==> config.mk <==
export PLATFORM = sky130hd
export DESIGN_NAME = ddr2_local_burst_reader
export DESIGN_NICKNAME = d
export VERILOG_FILES = /design/src/rtl/ddr2_local_pkg.sv /design/src/rtl/ddr2_rdata_fifo.sv /design/src/rtl/ddr2_local_burst_reader.sv
export SDC_FILE = /design/constraint.sdc
export NUM_CORES = 2
export LEC_CHECK = 0
export CAP_MARGIN = 15
export CORE_ASPECT_RATIO = 0.75
export CORE_UTILIZATION = 51
export CTS_BUF_LIST = sky130_fd_sc_hd__clkbuf_4
export DETAILED_ROUTE_END_ITERATION = 12
export PLACE_DENSITY = 0.73
export SYNTH_ARGS = -nofsm -noshare
export SYNTH_HDL_FRONTEND = slang
export SYNTH_SLANG_ARGS = --single-unit
==> constraint.sdc <==
create_clock -name clk -period 6.7 [get_ports clk]
set_input_delay 0.67 -clock clk [delete_from_list [all_inputs] [get_ports clk]]
set_output_delay 0.67 -clock clk [all_outputs]
set_load 0.03 [all_outputs]
==> src/rtl/ddr2_local_pkg.sv <==
// Shared types and helpers for the DDR2 local-interface burst reader.
package ddr2_local_pkg;

  typedef enum logic [2:0] {
    S_IDLE,
    S_WAIT_INIT,
    S_ISSUE,
    S_DRAIN,
    S_DONE,
    S_FLUSH
  } state_t;

  localparam logic LOCAL_SIZE_ONE = 1'b1;

  function automatic int clog2_depth(input int depth);
    int r;
    r = 0;
    while ((1 << r) < depth) r++;
    return r;
  endfunction

endpackage

==> src/rtl/ddr2_rdata_fifo.sv <==
// Show-ahead read-return buffer: registered write, combinational head, synchronous flush.
module ddr2_rdata_fifo
  import ddr2_local_pkg::*;
#(
  parameter int DATA_W = 64,
  parameter int DEPTH  = 32,
  parameter int CW     = clog2_depth(DEPTH) + 1
) (
  input  logic              clk,
  input  logic              reset,
  input  logic              flush,
  input  logic              wr_en,
  input  logic [DATA_W-1:0] wr_data,
  input  logic              rd_en,
  output logic [DATA_W-1:0] rd_data,
  output logic              empty,
  output logic [CW-1:0]     count
);

  localparam int AW = CW - 1;

  logic [DATA_W-1:0] mem [DEPTH];
  logic [AW-1:0]     wr_ptr;
  logic [AW-1:0]     rd_ptr;
  logic              full;
  logic              wr_ok;
  logic              rd_ok;

  assign empty = (count == '0);
  assign full  = (count == CW'(DEPTH));
  assign wr_ok = wr_en & ~full & ~flush;
  assign rd_ok = rd_en & ~empty & ~flush;

  assign rd_data = mem[rd_ptr];

  always_ff @(posedge clk) begin
    if (wr_ok) mem[wr_ptr] <= wr_data;
  end

  always_ff @(posedge clk) begin
    if (reset || flush) begin
      wr_ptr <= '0;
      rd_ptr <= '0;
      count  <= '0;
    end else begin
      if (wr_ok) wr_ptr <= wr_ptr + AW'(1);
      if (rd_ok) rd_ptr <= rd_ptr + AW'(1);
      count <= count + CW'(wr_ok) - CW'(rd_ok);
    end
  end

endmodule

==> src/rtl/ddr2_local_burst_reader.sv <==
// Issues single-beat local reads under a FIFO credit limit and streams the returned words.
module ddr2_local_burst_reader
  import ddr2_local_pkg::*;
#(
  parameter int ADDR_W     = 23,
  parameter int DATA_W     = 64,
  parameter int CNT_W      = 24,
  parameter int FIFO_DEPTH = 32
) (
  input  logic                clk,
  input  logic                reset,
  input  logic                start,
  input  logic                abort,
  input  logic [ADDR_W-1:0]   base_addr,
  input  logic [CNT_W-1:0]    word_count,
  output logic                busy,
  output logic                done,
  output logic                err_unexpected,
  input  logic                local_init_done,
  input  logic                local_ready,
  output logic                local_read_req,
  output logic                local_burstbegin,
  output logic [ADDR_W-1:0]   local_address,
  output logic                local_size,
  output logic                local_write_req,
  output logic [DATA_W-1:0]   local_wdata,
  output logic [DATA_W/8-1:0] local_be,
  input  logic [DATA_W-1:0]   local_rdata,
  input  logic                local_rdata_valid,
  output logic [DATA_W-1:0]   st_data,
  output logic                st_valid,
  input  logic                st_ready
);

  localparam int CW = clog2_depth(FIFO_DEPTH) + 1;

  state_t            state_q, state_d;
  logic [ADDR_W-1:0] base_q;
  logic [CNT_W-1:0]  cnt_q;
  logic [CNT_W-1:0]  issued_q, issued_d;
  logic [CW-1:0]     os_q, os_d;
  logic [CW-1:0]     fifo_count, fc_d;
  logic [CW:0]       committed_d;
  logic              req_q, req_d;
  logic [ADDR_W-1:0] addr_q, addr_d;
  logic              err_q, err_d;
  logic              accept;
  logic              ret_valid;
  logic              unexpected;
  logic              abort_ok;
  logic              start_ok;
  logic              fifo_wr;
  logic              fifo_rd;
  logic              fifo_empty;
  logic              hold;
  logic              raise;

  assign local_size       = LOCAL_SIZE_ONE;
  assign local_write_req  = 1'b0;
  assign local_wdata      = '0;
  assign local_be         = '1;

  // The request is masked whenever calibration is not (or no longer) complete.
  assign local_read_req   = req_q & local_init_done;
  assign local_burstbegin = local_read_req;
  assign local_address    = addr_q;
  assign err_unexpected   = err_q;

  assign busy = (state_q == S_WAIT_INIT) || (state_q == S_ISSUE) ||
                (state_q == S_DRAIN) || (state_q == S_FLUSH);
  assign done = (state_q == S_DONE);

  assign accept     = local_read_req & local_ready;
  assign ret_valid  = local_rdata_valid & (os_q != '0);
  assign unexpected = local_rdata_valid & (os_q == '0);
  assign start_ok   = start & (state_q == S_IDLE);
  assign abort_ok   = abort & ((state_q == S_WAIT_INIT) || (state_q == S_ISSUE) ||
                               (state_q == S_DRAIN));

  assign st_valid = ~fifo_empty & (state_q != S_FLUSH);
  assign fifo_rd  = st_valid & st_ready;
  assign fifo_wr  = ret_valid & ~abort_ok & (state_q != S_FLUSH);

  // Slots committed next cycle = in flight + buffered; returns move a word between the two.
  assign os_d        = os_q + CW'(accept) - CW'(ret_valid);
  assign fc_d        = abort_ok ? '0 : (fifo_count + CW'(fifo_wr) - CW'(fifo_rd));
  assign committed_d = (CW + 1)'(os_d) + (CW + 1)'(fc_d);
  assign issued_d    = issued_q + CNT_W'(accept);

  always_comb begin
    state_d = state_q;
    unique case (state_q)
      S_IDLE: begin
        if (start) state_d = (word_count == '0) ? S_DONE : S_WAIT_INIT;
      end
      S_WAIT_INIT: begin
        if (abort_ok)             state_d = S_FLUSH;
        else if (local_init_done) state_d = S_ISSUE;
      end
      S_ISSUE: begin
        if (abort_ok)                          state_d = S_FLUSH;
        else if (accept && issued_d == cnt_q)  state_d = S_DRAIN;
      end
      S_DRAIN: begin
        if (abort_ok)                          state_d = S_FLUSH;
        else if (os_d == '0 && fc_d == '0)     state_d = S_DONE;
      end
      S_DONE:  state_d = S_IDLE;
      S_FLUSH: begin
        if (os_d == '0) state_d = S_IDLE;
      end
      default: state_d = S_IDLE;
    endcase
  end

  always_comb begin
    hold   = req_q & ~accept & ~abort_ok;
    raise  = (state_d == S_ISSUE) && (issued_d < cnt_q) &&
             (committed_d < (CW + 1)'(FIFO_DEPTH));
    req_d  = hold | raise;
    addr_d = addr_q;
    if (!hold && raise) addr_d = base_q + ADDR_W'(issued_d);
    err_d = err_q;
    if (start_ok)   err_d = 1'b0;
    if (unexpected) err_d = 1'b1;
  end

  // Control registers
  always_ff @(posedge clk) begin
    if (reset) begin
      state_q  <= S_IDLE;
      os_q     <= '0;
      issued_q <= '0;
      req_q    <= 1'b0;
      addr_q   <= '0;
      err_q    <= 1'b0;
    end else begin
      state_q  <= state_d;
      os_q     <= os_d;
      issued_q <= start_ok ? '0 : issued_d;
      req_q    <= req_d;
      addr_q   <= addr_d;
      err_q    <= err_d;
    end
  end

  // Transfer descriptor, captured when a start is accepted
  always_ff @(posedge clk) begin
    if (start_ok) begin
      base_q <= base_addr;
      cnt_q  <= word_count;
    end
  end

  ddr2_rdata_fifo #(
    .DATA_W (DATA_W),
    .DEPTH  (FIFO_DEPTH),
    .CW     (CW)
  ) u_fifo (
    .clk     (clk),
    .reset   (reset),
    .flush   (abort_ok),
    .wr_en   (fifo_wr),
    .wr_data (local_rdata),
    .rd_en   (fifo_rd),
    .rd_data (st_data),
    .empty   (fifo_empty),
    .count   (fifo_count)
  );

endmodule

==> flow_summary.ini <==
[run_status]
status = complete, no violations

[synth]
synth_seq_cells = 2174
ys_seq_area_frac = 0.756
yosysUniqueCellTypes = 71
synth_top_family_by_area = multiplexers
async_flop_share = 0
synthMuxAreaShare = 0.178
syn-mean-instance-area_sq_um = 22.5
ys_warn_count = 0
synth_compound_area_frac = 0.0117
synthXorXnorAreaFrac = 0.00560
syn_inst = 3796
synth-simple-area-share = 0.0188
syn_area_sq_mm = 0.0853
synth-adder-area-share = 0.0124
ys.flop_type = edfxtp_1
synth-edff-count = 2095

[floorplanning]
rows = 129
start_util = 0.516
pin_count = 286
core_sq_mm = 0.165
fp.dieH_microns = 356
die_w_microns = 474
die_area_sq_mm = 0.169

[clock_tree]
cts.path.max_buffers = 4
cts_sinks = 2174
clk_latency_ns = 1.32
root_buffer = clkbuf_4
postCtsSetupRepairBufs = 0
htree_levels = 6
cts_tree = done
cts_buffers = 535
clkSlewWorstSetupHoldPaths_ns = 0.07

[power]
seqPwrFrac = 0.478
power_w = 0.0321
switchingPower_w = 0.00838
ir_worst_vdd_mv = 0.289
p_leak_nw = 30.8
cellPowerDensity_mw_per_mm2 = 329
switching_share = 0.261
comb_power_share = 0.192
p_int_w = 0.0238
pwr-share-clk = 0.330

[worst_hold_path]
hp-class = input pin to register
holdPathStages = 4
hp-start = st_ready

[timing]
rsz0062_at_grt = false
slew_headroom = 0.280
slew_viol_final = 0
tightest_slew_ns = 1.08
setup_viol = 0
setup_tns_ns = 0
finalCriticalPeriod_ns = 6.17
fmax_mhz = 162
hold_violations = 0
min_period_over_period = 0.920
finClkSkew_ns = 0.105

[placed_design]
gp_congestion = 0.889
port-buffer-count = 211
dp.final_hpwl_mm = 105
dpl.cell_count = 6165

[critical_path]
cpLargestDelayFamily = simple AND/OR/NAND/NOR gates
worstPathRequired_ns = 7.92
cp-start-kind = register
crit_arrival_ns = 7.38
r2r_cells = 20
crit_type = register to register
reg2reg_to = local_address[15]
worstPathCellList = nor2b_1, and2_1, a21oi_1, nand2_1, inv_1, ha_1, inv_1, ha_1, fa_1, and3b_1, or4_4, and3_1, ha_1, or4_1, a221oi_1, o21ai_0, nor4_1, nand4_1, or3_1, a21oi_1
rrSetupSlack_ns = 0.53
cp_num_buf_inv = 2
cpMaxStageDelayCell = nand4_1
path_max_fanout = 23
max_stage_delay_ns = 0.73
r2r_start = state_q[0]
crit_path_end_kind = register
path_common_cell = ha_1

[grt]
grt_max_degree = 90
grt_pass1_vias = 43600
grt.total_usage = 0.241
grt_pass1_wl_mm = 292
grt-ovfl-total = 0
grt_antenna_before_repair = 19

[layout]
finalNonFillerCells = 7108
syn2layout_area_growth_pct = 14.5
nets = 4725
drive_gt1_frac = 0.342
final_common_cell = edfxtp_1
final_cell_mix = 2095 x edfxtp_1, 759 x clkbuf_4, 640 x mux4_2, 211 x clkdlybuf4s50_1, 84 x clkinv_1

[route]
wl_mm = 202
ant_nets = 0
drt_pass1_iterations = 6
via_per_inst = 6.07
routedWlPerCell_microns = 28.5
drt_iter0_drc = 5331
drc = 0
vias = 43100

[run]
maxCapViolations = 0
[area by class of cell]
cell class,instances,area (sq um)
antenna,16,40.0
fill,11700,67800
clock inverter,119,706
sequential,2174,64500
clock buffer,759,5700
multi-input combinational,1380,19800
inverter,65,246
tap,2227,2790
timing repair buffer,368,3860
[power by group through the flow]
stage	Clock (W)	Combinational [W]	Sequential, W
after floorplan	0	0.00438	0.0156
final	0.0106	0.00616	0.0154
after detailed placement	0	0.00618	0.0157
after global placement	0	0.00613	0.0157
after global routing	0.0115	0.00658	0.0154
after CTS	0.0109	0.00623	0.0154
[timing repair]
action	CTS	global route
endpoints found under the setup margin	0	0
endpoints found under the hold margin	50	0
resized for setup	0	0
hold buffers	49	0
[synthesized netlist by cell type, types with 4 or more instances]
| library cell | number | area, sq um |
|---|---|---|
| o2111ai_1 | 4 | 35.0 |
| edfxtp_1 | 2095 | 62900 |
| nand3_1 | 40 | 200 |
| and2_1 | 7 | 43.8 |
| nand4_1 | 21 | 131 |
| nor2_1 | 79 | 297 |
| nand2b_1 | 7 | 43.8 |
| nand2_1 | 41 | 154 |
| ha_1 | 78 | 976 |
| buf_1 | 53 | 199 |
| xor2_1 | 22 | 193 |
| or3b_2 | 4 | 35.0 |
| o211ai_1 | 6 | 45.0 |
| dfxtp_1 | 79 | 1580 |
| nor4_1 | 11 | 68.8 |
| or2_2 | 7 | 43.8 |
| a21o_1 | 8 | 60.1 |
| buf_4 | 76 | 571 |
| o21ai_0 | 37 | 185 |
| fa_1 | 4 | 80.1 |
| a21oi_1 | 60 | 300 |
| nand3b_1 | 5 | 37.5 |
| mux4_2 | 640 | 14400 |
| clkbuf_1 | 115 | 432 |
| and3_1 | 12 | 75.1 |
| inv_1 | 65 | 244 |
| a31oi_1 | 5 | 31.3 |
| mux2_2 | 65 | 732 |
| nor3_1 | 19 | 95.1 |
| a211oi_1 | 6 | 45.0 |
| or3_1 | 6 | 37.5 |
| xnor2_1 | 30 | 263 |
| a311oi_1 | 4 | 35.0 |
| nor2b_1 | 32 | 200 |
[kinds of logic after synthesis]
family / after synthesis
multiplexers: 707
flip-flops: 2174
other: 2
AND/OR/NAND/NOR: 307
XOR/XNOR: 53
AO/OA/AOI/OAI: 157
buffers and inverters: 314
adder cells (fa/ha/maj): 82
[worst max-delay path by stage]
stage / start / to / slack [ns] / cells after the start
after floorplan: state_q[1] / local_address[9] / 1.52 / 21
after global placement: local_init_done / local_address[15] / 0.69 / 19
after detailed placement: abort / local_address[15] / 0.50 / 17
after CTS: state_q[0] / local_address[15] / 0.61 / 20
after global routing: state_q[0] / local_address[15] / 0.11 / 20
final: state_q[0] / local_address[15] / 0.53 / 20
[per-stage QoR]
step | hold WS [ns] | instance area, sq um | utilization | setup WS, ns
after floorplan | 0.468 | 85600 | - | 1.52
after global placement | 0.466 | 90700 | 0.548 | 0.690
after detailed placement | 0.470 | 90700 | 0.548 | 0.501
after CTS | 0.00303 | 97600 | 0.590 | 0.611
after global routing | 0.109 | 97700 | 0.590 | 0.113
final | 0.167 | 97700 | 0.590 | 0.534
[sequential cells by signal (all words and copies together) (netlist names), named ones only]
| name | cells |
|---|---|
| cnt_q | 24 |
| req_q | 1 |
| u_fifo.mem | 2048 |
| u_fifo.wr_ptr | 5 |
| u_fifo.rd_ptr | 5 |
| issued_q | 24 |
| err_unexpected | 1 |
| base_q | 23 |
| local_address | 23 |
| os_q | 6 |
| state_q | 3 |
| u_fifo.count | 6 |
[worst reg2reg max path, delay by kind of cell (launching register included)]
kind | cells | cell delay [ns]
compound gates | 4 | 0.67
fa+ha+maj | 4 | 1.11
buf+inv | 2 | 0.12
flops | 1 | 0.53
simple gates | 10 | 3.66
[per-layer routing]
metal / part of all wire / vias to the layer above / GRT usage / routed length (microns)
met5: 0.00051 / - / 0 / 104
met4: 0.021 / 16 / 0.0793 / 4310
met3: 0.11 / 327 / 0.0664 / 21400
met2: 0.47 / 2493 / 0.359 / 95000
met1: 0.40 / 22600 / 0.349 / 81500
li1: - / 17700 / - / -
No activity file was read; power rests on OpenSTA's default activity.
